`src/rtl/mips_pkg.sv`:
```
// Shared constants for the multicycle MIPS-I CPU: opcode/funct encodings, FSM states
// and the default reset vector.
package mips_pkg;

    localparam logic [31:0] RESET_VECTOR = 32'hBFC00000;

    localparam logic [5:0] OP_SPECIAL = 6'h00;
    localparam logic [5:0] OP_J       = 6'h02;
    localparam logic [5:0] OP_JAL     = 6'h03;
    localparam logic [5:0] OP_BEQ     = 6'h04;
    localparam logic [5:0] OP_BNE     = 6'h05;
    localparam logic [5:0] OP_ADDIU   = 6'h09;
    localparam logic [5:0] OP_SLTI    = 6'h0A;
    localparam logic [5:0] OP_SLTIU   = 6'h0B;
    localparam logic [5:0] OP_ANDI    = 6'h0C;
    localparam logic [5:0] OP_ORI     = 6'h0D;
    localparam logic [5:0] OP_XORI    = 6'h0E;
    localparam logic [5:0] OP_LUI     = 6'h0F;
    localparam logic [5:0] OP_LB      = 6'h20;
    localparam logic [5:0] OP_LH      = 6'h21;
    localparam logic [5:0] OP_LW      = 6'h23;
    localparam logic [5:0] OP_LBU     = 6'h24;
    localparam logic [5:0] OP_LHU     = 6'h25;
    localparam logic [5:0] OP_SB      = 6'h28;
    localparam logic [5:0] OP_SH      = 6'h29;
    localparam logic [5:0] OP_SW      = 6'h2B;

    localparam logic [5:0] F_SLL   = 6'h00;
    localparam logic [5:0] F_SRL   = 6'h02;
    localparam logic [5:0] F_SRA   = 6'h03;
    localparam logic [5:0] F_SLLV  = 6'h04;
    localparam logic [5:0] F_SRLV  = 6'h06;
    localparam logic [5:0] F_SRAV  = 6'h07;
    localparam logic [5:0] F_JR    = 6'h08;
    localparam logic [5:0] F_JALR  = 6'h09;
    localparam logic [5:0] F_MFHI  = 6'h10;
    localparam logic [5:0] F_MTHI  = 6'h11;
    localparam logic [5:0] F_MFLO  = 6'h12;
    localparam logic [5:0] F_MTLO  = 6'h13;
    localparam logic [5:0] F_MULT  = 6'h18;
    localparam logic [5:0] F_MULTU = 6'h19;
    localparam logic [5:0] F_DIV   = 6'h1A;
    localparam logic [5:0] F_DIVU  = 6'h1B;
    localparam logic [5:0] F_ADDU  = 6'h21;
    localparam logic [5:0] F_SUBU  = 6'h23;
    localparam logic [5:0] F_AND   = 6'h24;
    localparam logic [5:0] F_OR    = 6'h25;
    localparam logic [5:0] F_XOR   = 6'h26;
    localparam logic [5:0] F_SLT   = 6'h2A;
    localparam logic [5:0] F_SLTU  = 6'h2B;

    typedef enum logic [2:0] {
        FETCH  = 3'd0,
        DECODE = 3'd1,
        EXEC   = 3'd2,
        MEM    = 3'd3,
        WB     = 3'd4,
        HALT   = 3'd5
    } state_t;

    function automatic logic [31:0] sext16(input logic [15:0] v);
        return {{16{v[15]}}, v};
    endfunction

endpackage

```
`src/rtl/mips_regfile.sv`:
```
// 32x32 general-purpose register file: two asynchronous read ports, one write port,
// $0 reads as zero, and a live tap of $2 for the harness.
module mips_regfile (
    input  logic        clk,
    input  logic        reset,
    input  logic [4:0]  ra1,
    input  logic [4:0]  ra2,
    output logic [31:0] rd1,
    output logic [31:0] rd2,
    input  logic        we,
    input  logic [4:0]  wa,
    input  logic [31:0] wd,
    output logic [31:0] register_v0
);

    logic [31:0] regs [32];

    // Entry 0 is cleared on reset and never written, so it reads as zero.
    always_ff @(posedge clk or negedge reset) begin
        if (!reset) begin
            for (int i = 0; i < 32; i++) regs[i] <= '0;
        end else if (we && (wa != 5'd0)) begin
            regs[wa] <= wd;
        end
    end

    assign rd1         = regs[ra1];
    assign rd2         = regs[ra2];
    assign register_v0 = regs[2];

endmodule

```
`src/rtl/mips_cpu_avalon.sv`:
```
// Multicycle MIPS-I integer CPU with a single shared instruction/data Avalon-MM master.
// Define MIPS_HILO_EN to add HI/LO with MULT/MULTU/DIV/DIVU/MFHI/MFLO/MTHI/MTLO.
module mips_cpu_avalon #(
    parameter logic [31:0] RESET_VECTOR = mips_pkg::RESET_VECTOR
) (
    input  logic        clk,
    input  logic        reset,
    output logic        active,
    output logic [31:0] register_v0,
    output logic [31:0] address,
    output logic        write,
    output logic        read,
    input  logic        waitrequest,
    output logic [31:0] writedata,
    output logic [3:0]  byteenable,
    input  logic [31:0] readdata
);
    import mips_pkg::*;

    state_t state, state_nxt;

    logic [31:0] pc, npc;
    logic [31:0] ir, ir_pc, a_q, b_q, res_q;
    logic [4:0]  wr_dst_q;
    logic        wr_en_q, ld_q;

    logic [5:0]  op, funct;
    logic [4:0]  rt, rd, shamt;
    logic [31:0] simm, zimm, pc4, br_off;
    logic signed [31:0] a_s, b_s, simm_s;

    assign op     = ir[31:26];
    assign rt     = ir[20:16];
    assign rd     = ir[15:11];
    assign shamt  = ir[10:6];
    assign funct  = ir[5:0];
    assign simm   = sext16(ir[15:0]);
    assign zimm   = {16'h0000, ir[15:0]};
    assign simm_s = simm;
    assign a_s    = a_q;
    assign b_s    = b_q;
    assign pc4    = ir_pc + 32'd4;
    assign br_off = {simm[29:0], 2'b00};

    logic [31:0] rf_rd1, rf_rd2, rf_wd;
    logic        rf_we;

    // Operands are read from the instruction word as it arrives on readdata in DECODE.
    mips_regfile u_regfile (
        .clk         (clk),
        .reset       (reset),
        .ra1         (readdata[25:21]),
        .ra2         (readdata[20:16]),
        .rd1         (rf_rd1),
        .rd2         (rf_rd2),
        .we          (rf_we),
        .wa          (wr_dst_q),
        .wd          (rf_wd),
        .register_v0 (register_v0)
    );

`ifdef MIPS_HILO_EN
    logic [31:0]        hi_q, lo_q;
    logic signed [63:0] prod_s;
    logic [63:0]        prod_u;
    logic signed [31:0] quot_s, rem_s;

    assign prod_s = $signed({{32{a_q[31]}}, a_q}) * $signed({{32{b_q[31]}}, b_q});
    assign prod_u = {32'h0, a_q} * {32'h0, b_q};
    assign quot_s = (b_q != 32'd0) ? a_s / b_s : 32'sd0;
    assign rem_s  = (b_q != 32'd0) ? a_s % b_s : 32'sd0;

    always_ff @(posedge clk) begin
        if (state == EXEC && op == OP_SPECIAL) begin
            case (funct)
                F_MULT:  {hi_q, lo_q} <= prod_s;
                F_MULTU: {hi_q, lo_q} <= prod_u;
                F_DIV:   if (b_q != 32'd0) begin lo_q <= quot_s; hi_q <= rem_s; end
                F_DIVU:  if (b_q != 32'd0) begin lo_q <= a_q / b_q; hi_q <= a_q % b_q; end
                F_MTHI:  hi_q <= a_q;
                F_MTLO:  lo_q <= a_q;
                default: ;
            endcase
        end
    end
`endif

    logic [31:0] exec_res, br_tgt;
    logic [4:0]  exec_dst;
    logic        exec_wen, exec_mem, exec_ld, br_take;

    always_comb begin
        exec_res = '0;
        exec_dst = rd;
        exec_wen = 1'b0;
        exec_mem = 1'b0;
        exec_ld  = 1'b0;
        br_take  = 1'b0;
        br_tgt   = pc4 + br_off;
        case (op)
            OP_SPECIAL: begin
                exec_wen = 1'b1;
                case (funct)
                    F_SLL:  exec_res = b_q << shamt;
                    F_SRL:  exec_res = b_q >> shamt;
                    F_SRA:  exec_res = b_s >>> shamt;
                    F_SLLV: exec_res = b_q << a_q[4:0];
                    F_SRLV: exec_res = b_q >> a_q[4:0];
                    F_SRAV: exec_res = b_s >>> a_q[4:0];
                    F_ADDU: exec_res = a_q + b_q;
                    F_SUBU: exec_res = a_q - b_q;
                    F_AND:  exec_res = a_q & b_q;
                    F_OR:   exec_res = a_q | b_q;
                    F_XOR:  exec_res = a_q ^ b_q;
                    F_SLT:  exec_res = {31'b0, a_s < b_s};
                    F_SLTU: exec_res = {31'b0, a_q < b_q};
                    F_JR: begin
                        exec_wen = 1'b0;
                        br_take  = 1'b1;
                        br_tgt   = a_q;
                    end
                    F_JALR: begin
                        exec_res = ir_pc + 32'd8;
                        br_take  = 1'b1;
                        br_tgt   = a_q;
                    end
`ifdef MIPS_HILO_EN
                    F_MFHI: exec_res = hi_q;
                    F_MFLO: exec_res = lo_q;
                    F_MTHI, F_MTLO, F_MULT, F_MULTU, F_DIV, F_DIVU: exec_wen = 1'b0;
`else
                    F_MFHI, F_MFLO, F_MTHI, F_MTLO,
                    F_MULT, F_MULTU, F_DIV, F_DIVU: exec_wen = 1'b0;
`endif
                    default: exec_wen = 1'b0;
                endcase
            end
            OP_J: begin
                br_take = 1'b1;
                br_tgt  = {pc4[31:28], ir[25:0], 2'b00};
            end
            OP_JAL: begin
                br_take  = 1'b1;
                br_tgt   = {pc4[31:28], ir[25:0], 2'b00};
                exec_res = ir_pc + 32'd8;
                exec_dst = 5'd31;
                exec_wen = 1'b1;
            end
            OP_BEQ: br_take = (a_q == b_q);
            OP_BNE: br_take = (a_q != b_q);
            OP_ADDIU: begin exec_res = a_q + simm;               exec_dst = rt; exec_wen = 1'b1; end
            OP_SLTI:  begin exec_res = {31'b0, a_s < simm_s};    exec_dst = rt; exec_wen = 1'b1; end
            OP_SLTIU: begin exec_res = {31'b0, a_q < simm};      exec_dst = rt; exec_wen = 1'b1; end
            OP_ANDI:  begin exec_res = a_q & zimm;               exec_dst = rt; exec_wen = 1'b1; end
            OP_ORI:   begin exec_res = a_q | zimm;               exec_dst = rt; exec_wen = 1'b1; end
            OP_XORI:  begin exec_res = a_q ^ zimm;               exec_dst = rt; exec_wen = 1'b1; end
            OP_LUI:   begin exec_res = {ir[15:0], 16'h0000};     exec_dst = rt; exec_wen = 1'b1; end
            OP_LB, OP_LBU, OP_LH, OP_LHU, OP_LW: begin
                exec_res = a_q + simm;
                exec_dst = rt;
                exec_wen = 1'b1;
                exec_mem = 1'b1;
                exec_ld  = 1'b1;
            end
            OP_SB, OP_SH, OP_SW: begin
                exec_res = a_q + simm;
                exec_mem = 1'b1;
            end
            default: ;
        endcase
    end

    // Narrow loads pick their lane out of the returned word and extend it.
    function automatic logic [31:0] load_extract(input logic [5:0] opc, input logic [1:0] off,
                                                 input logic [31:0] word);
        logic [31:0] sh;
        sh = word >> {off, 3'b000};
        case (opc)
            OP_LB:   return {{24{sh[7]}}, sh[7:0]};
            OP_LBU:  return {24'h000000, sh[7:0]};
            OP_LH:   return {{16{sh[15]}}, sh[15:0]};
            OP_LHU:  return {16'h0000, sh[15:0]};
            default: return word;
        endcase
    endfunction

    logic [3:0]  mem_be;
    logic [31:0] st_data;

    always_comb begin
        mem_be  = 4'hF;
        st_data = b_q;
        case (op)
            OP_LB, OP_LBU: mem_be = 4'b0001 << res_q[1:0];
            OP_LH, OP_LHU: mem_be = res_q[1] ? 4'b1100 : 4'b0011;
            OP_SB: begin
                mem_be  = 4'b0001 << res_q[1:0];
                st_data = {4{b_q[7:0]}};
            end
            OP_SH: begin
                mem_be  = res_q[1] ? 4'b1100 : 4'b0011;
                st_data = {2{b_q[15:0]}};
            end
            default: ;
        endcase
    end

    assign rf_we = (state == WB) && wr_en_q;
    assign rf_wd = ld_q ? load_extract(op, res_q[1:0], readdata) : res_q;

    always_ff @(posedge clk or negedge reset) begin
        if (!reset) state <= FETCH;
        else        state <= state_nxt;
    end

    // Bus signals are decoded from state; reset forces the request off immediately.
    always_comb begin
        state_nxt  = state;
        active     = 1'b1;
        read       = 1'b0;
        write      = 1'b0;
        address    = pc;
        byteenable = 4'h0;
        writedata  = '0;
        case (state)
            FETCH: begin
                if (pc == 32'd0) begin
                    state_nxt = HALT;
                end else begin
                    read       = 1'b1;
                    byteenable = 4'hF;
                    if (!waitrequest) state_nxt = DECODE;
                end
            end
            DECODE: state_nxt = EXEC;
            EXEC:   state_nxt = exec_mem ? MEM : WB;
            MEM: begin
                address    = {res_q[31:2], 2'b00};
                byteenable = mem_be;
                if (ld_q) begin
                    read = 1'b1;
                end else begin
                    write     = 1'b1;
                    writedata = st_data;
                end
                if (!waitrequest) state_nxt = WB;
            end
            WB:     state_nxt = FETCH;
            HALT:   active = 1'b0;
            default: state_nxt = FETCH;
        endcase
        if (!reset) begin
            read       = 1'b0;
            write      = 1'b0;
            byteenable = 4'h0;
            writedata  = '0;
        end
    end

    // npc runs one instruction ahead of pc, which gives the branch delay slot.
    always_ff @(posedge clk or negedge reset) begin
        if (!reset) begin
            pc  <= RESET_VECTOR;
            npc <= RESET_VECTOR + 32'd4;
        end else if (state == DECODE) begin
            pc  <= npc;
            npc <= npc + 32'd4;
        end else if (state == EXEC && br_take) begin
            npc <= br_tgt;
        end
    end

    always_ff @(posedge clk) begin
        if (state == DECODE) begin
            ir    <= readdata;
            ir_pc <= pc;
            a_q   <= rf_rd1;
            b_q   <= rf_rd2;
        end
        if (state == EXEC) begin
            res_q    <= exec_res;
            wr_dst_q <= exec_dst;
            wr_en_q  <= exec_wen;
            ld_q     <= exec_ld;
        end
    end

endmodule

```
`config.mk`:
```
export PLATFORM = sky130hd
export DESIGN_NAME = mips_cpu_avalon
export DESIGN_NICKNAME = d
export VERILOG_FILES = /design/src/rtl/mips_pkg.sv /design/src/rtl/mips_regfile.sv /design/src/rtl/mips_cpu_avalon.sv
export SDC_FILE = /design/constraint.sdc
export NUM_CORES = 2
export LEC_CHECK = 0
export CAP_MARGIN = 20
export CORE_MARGIN = 1.5
export CORE_UTILIZATION = 30
export CTS_BUF_LIST = sky130_fd_sc_hd__clkbuf_8 sky130_fd_sc_hd__clkbuf_16
export CTS_CLUSTER_SIZE = 30
export DETAILED_ROUTE_END_ITERATION = 7
export GPL_ROUTABILITY_DRIVEN = 1
export HOLD_SLACK_MARGIN = 0.06
export PLACE_DENSITY_LB_ADDON = 0.15
export REMOVE_ABC_BUFFERS = 1
export SYNTH_ARGS = -nofsm -noshare
export SYNTH_HDL_FRONTEND = slang
export SYNTH_HIERARCHICAL = 1
export SYNTH_SLANG_ARGS = --single-unit
```
`constraint.sdc`:
```
create_clock -name clk -period 16.76 [get_ports clk]
set_input_delay 2.514 -clock clk [delete_from_list [all_inputs] [get_ports clk]]
set_output_delay 2.514 -clock clk [all_outputs]
set_load 0.005 [all_outputs]
```
==> results.toml <==
[job]
cap_violations = 0

[sta]
hold_viol = 0
worst_slew_pin_slew_ns = 1.165
fmax_mhz = 145.8
relSlewSlack_pct = 21.98
fin_crit_sh_pct = 40.91
final.min_clock_period_ns = 6.857
fin_tns_setup_ns = 0
slew_violations = 0
setup_viol = 0
rsz0062_at_grt = "false"
clock_skew_ns = 0.09408

[synth]
syn_inst = 8244
yosysTopAreaCell = "dfrtp_1"
synthArstFlopShare_pct = 86.72
syn_area_per_cell_um2 = 10.23
synth-edff-count = 167
yosysSeqAreaShare_pct = 38.35
synth_cell_types = 108
yosys_warnings = 6
netlist_area_um2 = 84330
synth_top_area_share_pct = 31.81
ys_ff_latch = 1258
synth_flop_cell = "dfrtp_1"
yosys-top-cells-area = "dfrtp_1 32%, mux2i_1 15%, mux2_2 13%"

[clock_tree]
tritoncts = "done"
h-tree-depth = 4
post_cts_buffers = 0
clk_pin_slew_ns = 0.06
clk_latency_ns = 0.85
clock_sink_count = 1258
cts_resized = 0
postCtsHoldBufs = 0
cts.path.max_buffers = 4
clk_root_buffer_cell = "clkbuf_16"
cts_buffers = 163

[drt]
first_iter_violations = 7149
wl_mm = 397.4
viasPerCell = 5.873
drcViolationCount = 16
num_vias = 69880
ant_nets = 0
drt_pass1_iterations = 8
routedWlPerCell_um = 33.40

[min_path]
hold_depth = 0
hold_start = "u_regfile/regs[1000]"
hold_class = "reg2reg"
min_to = "u_regfile/regs[1000]"

[outcome]
violations = "DRC"
status = "complete, but fails checks"

[layout]
layout-drive-gt1-share_pct = 20.23
fillers = 28250
area_delta_synth_final_pct = 11.81
finalInstanceArea_um2 = 94290
nets = 8300

[floorplan]
rows = 194
core_um2 = 279400
initial_core_util_pct = 30.18
ios = 138
die_area_um2 = 284300
fp.dieH_um = 533.2
die_w_um = 533.2

[power_and_ir_drop]
ir_drop_v = 0.00006835
powerDensity_nw_per_um2 = 74.67
total_power_w = 0.007041
leakage_nw = 40.12

[worst_setup_path]
cp_top_family = "simple AND/OR/NAND/NOR gates"
r2r-start = "a_q[0]"
path_max_fanout = 15
critPathRequiredTime_ns = 14.25
path_buf_inv = 1
crit_arrival_ns = 4.34
cp-start-kind = "flip-flop"
slowest_delay_ns = 0.90
reg2reg_slack_ns = 10.87
rr_worst_depth = 13
crit_slowest_cell = "nor3_4"
cp-end-kind = "output pin"
r2r_end = "res_q[0]"
path_cells = "nand2b_1, nor3_4, nor3_1, o21ai_0, a21boi_0, clkdlybuf4s50_1"
path_class = "reg2out"

[grt]
groute.usage.overall_pct = 27.07
grt_max_degree = 157
grt_pass1_vias = 69300
grt_pass1_wl_mm = 554.3
grt_antenna_before_repair = 13
grt.overflow.total = 0

[placed_design]
dp_hpwl_mm = 261.1
place_congestion = 0.9719
place_area_um2 = 89030
numPortBuffers = 137
## area by class of cell
cell class,instances,area (µm²),area share (%)
inverters,158,600.6,0.6369
clock buffers,200,4633,4.914
clock inverters,86,565.5,0.5998
flip-flops and latches,1258,32340,34.30
multi-input cells,6059,47900,50.80
well taps,3724,4659,4.941
repair buffers,409,3580,3.796
diodes,5,12.51,0.01327
## stage by stage
| stage | hold slack (ns) | util (%) | instances | setup WS [ns] |
|---|---|---|---|---|
| global route | 0.4117 | 33.75 | 11900 | 9.811 |
| CTS | 0.4015 | 33.73 | 11890 | 9.483 |
| floorplan | 0.3725 | - | 7475 | 9.094 |
| finish | 0.3981 | 33.75 | 11900 | 9.903 |
| detailed placement | 0.3880 | 31.87 | 11610 | 9.477 |
| global placement | 0.3842 | 31.86 | 11600 | 9.574 |
## flip-flops by register name (all words and copies together), names as in the netlist, 32 cells and up
| name | flops |
|---|---|
| pc | 32 |
| u_regfile/regs | 992 |
| u_regfile/register_v0 | 32 |
| ir_pc | 32 |
| a_q | 32 |
| ir | 32 |
| b_q | 32 |
| npc | 32 |
| res_q | 32 |
## cells by family (layout without fill, tap and decap cells)
kind of cell,Yosys count,after routing,synth area share (%)
xor+xnor,118,118,1.226
simple gates,1729,1729,9.441
other cells,0,5,0
flops,1258,1258,38.35
buf+inv,927,853,5.249
compound gates,1739,1739,13.90
mux,2257,2257,28.59
fa+ha+maj,216,216,3.240
## synth_stat cells, drive strengths merged (130+ instances only)
cell type / number
nor2: 338
nor3: 142
dfrtp: 1072
a22oi: 229
o21ai: 235
ha: 212
clkbuf: 422
a22o: 130
mux2: 1006
buf: 347
inv: 155
a21oi: 483
nand2: 697
nand3: 298
mux2i: 1232
edfxtp: 167
## metal layers
metal / vias up / GRT usage (%) / routed length (µm)
li1: 30090 / - / -
met1: 36350 / 35.81 / 171200
met2: 2695 / 43.42 / 181300
met3: 750 / 3.783 / 23520
met4: 0 / 12.89 / 21410
met5: - / 0 / 0
## where the power goes
part | leakage (nW) | switching (W) | internal [W]
Combinational | 23.0 | 0.000340 | 0.000130
Sequential | 14.3 | 0 | 0.00309
Clock | 2.77 | 0.00143 | 0.00205
Total | 40.1 | 0.00177 | 0.00527
## cells in the final DEF, fill, tap and decap left out, types with 53 or more instances in the layout
cell type        count
ha_1               212
nor3_1             134
mux2i_1           1226
clkbuf_16          167
xnor2_1             81
a21oi_1            463
buf_4              259
nand3_1            296
a211oi_1            69
dfrtp_1           1072
nor2_1             315
o21ai_0            208
edfxtp_1           167
clkdlybuf4s50_1    134
a22oi_1            229
a21o_1              53
inv_1              202
mux2_2             967
a31oi_1            112
a22o_1             130
nand2_1            675
## how the worst max path moves through the flow
stage | slack (ns) | from | to | cells after the start
final | 9.90 | ir[26] | byteenable[0] | 6
after global routing | 9.81 | ir[26] | byteenable[0] | 6
after CTS | 9.48 | reset | writedata[24] | 4
after detailed placement | 9.48 | reset | writedata[24] | 4
after global placement | 9.57 | reset | writedata[25] | 4
after floorplan | 9.09 | readdata[23] | a_q[0] | 4
No activity file was read; power rests on OpenSTA's default activity.
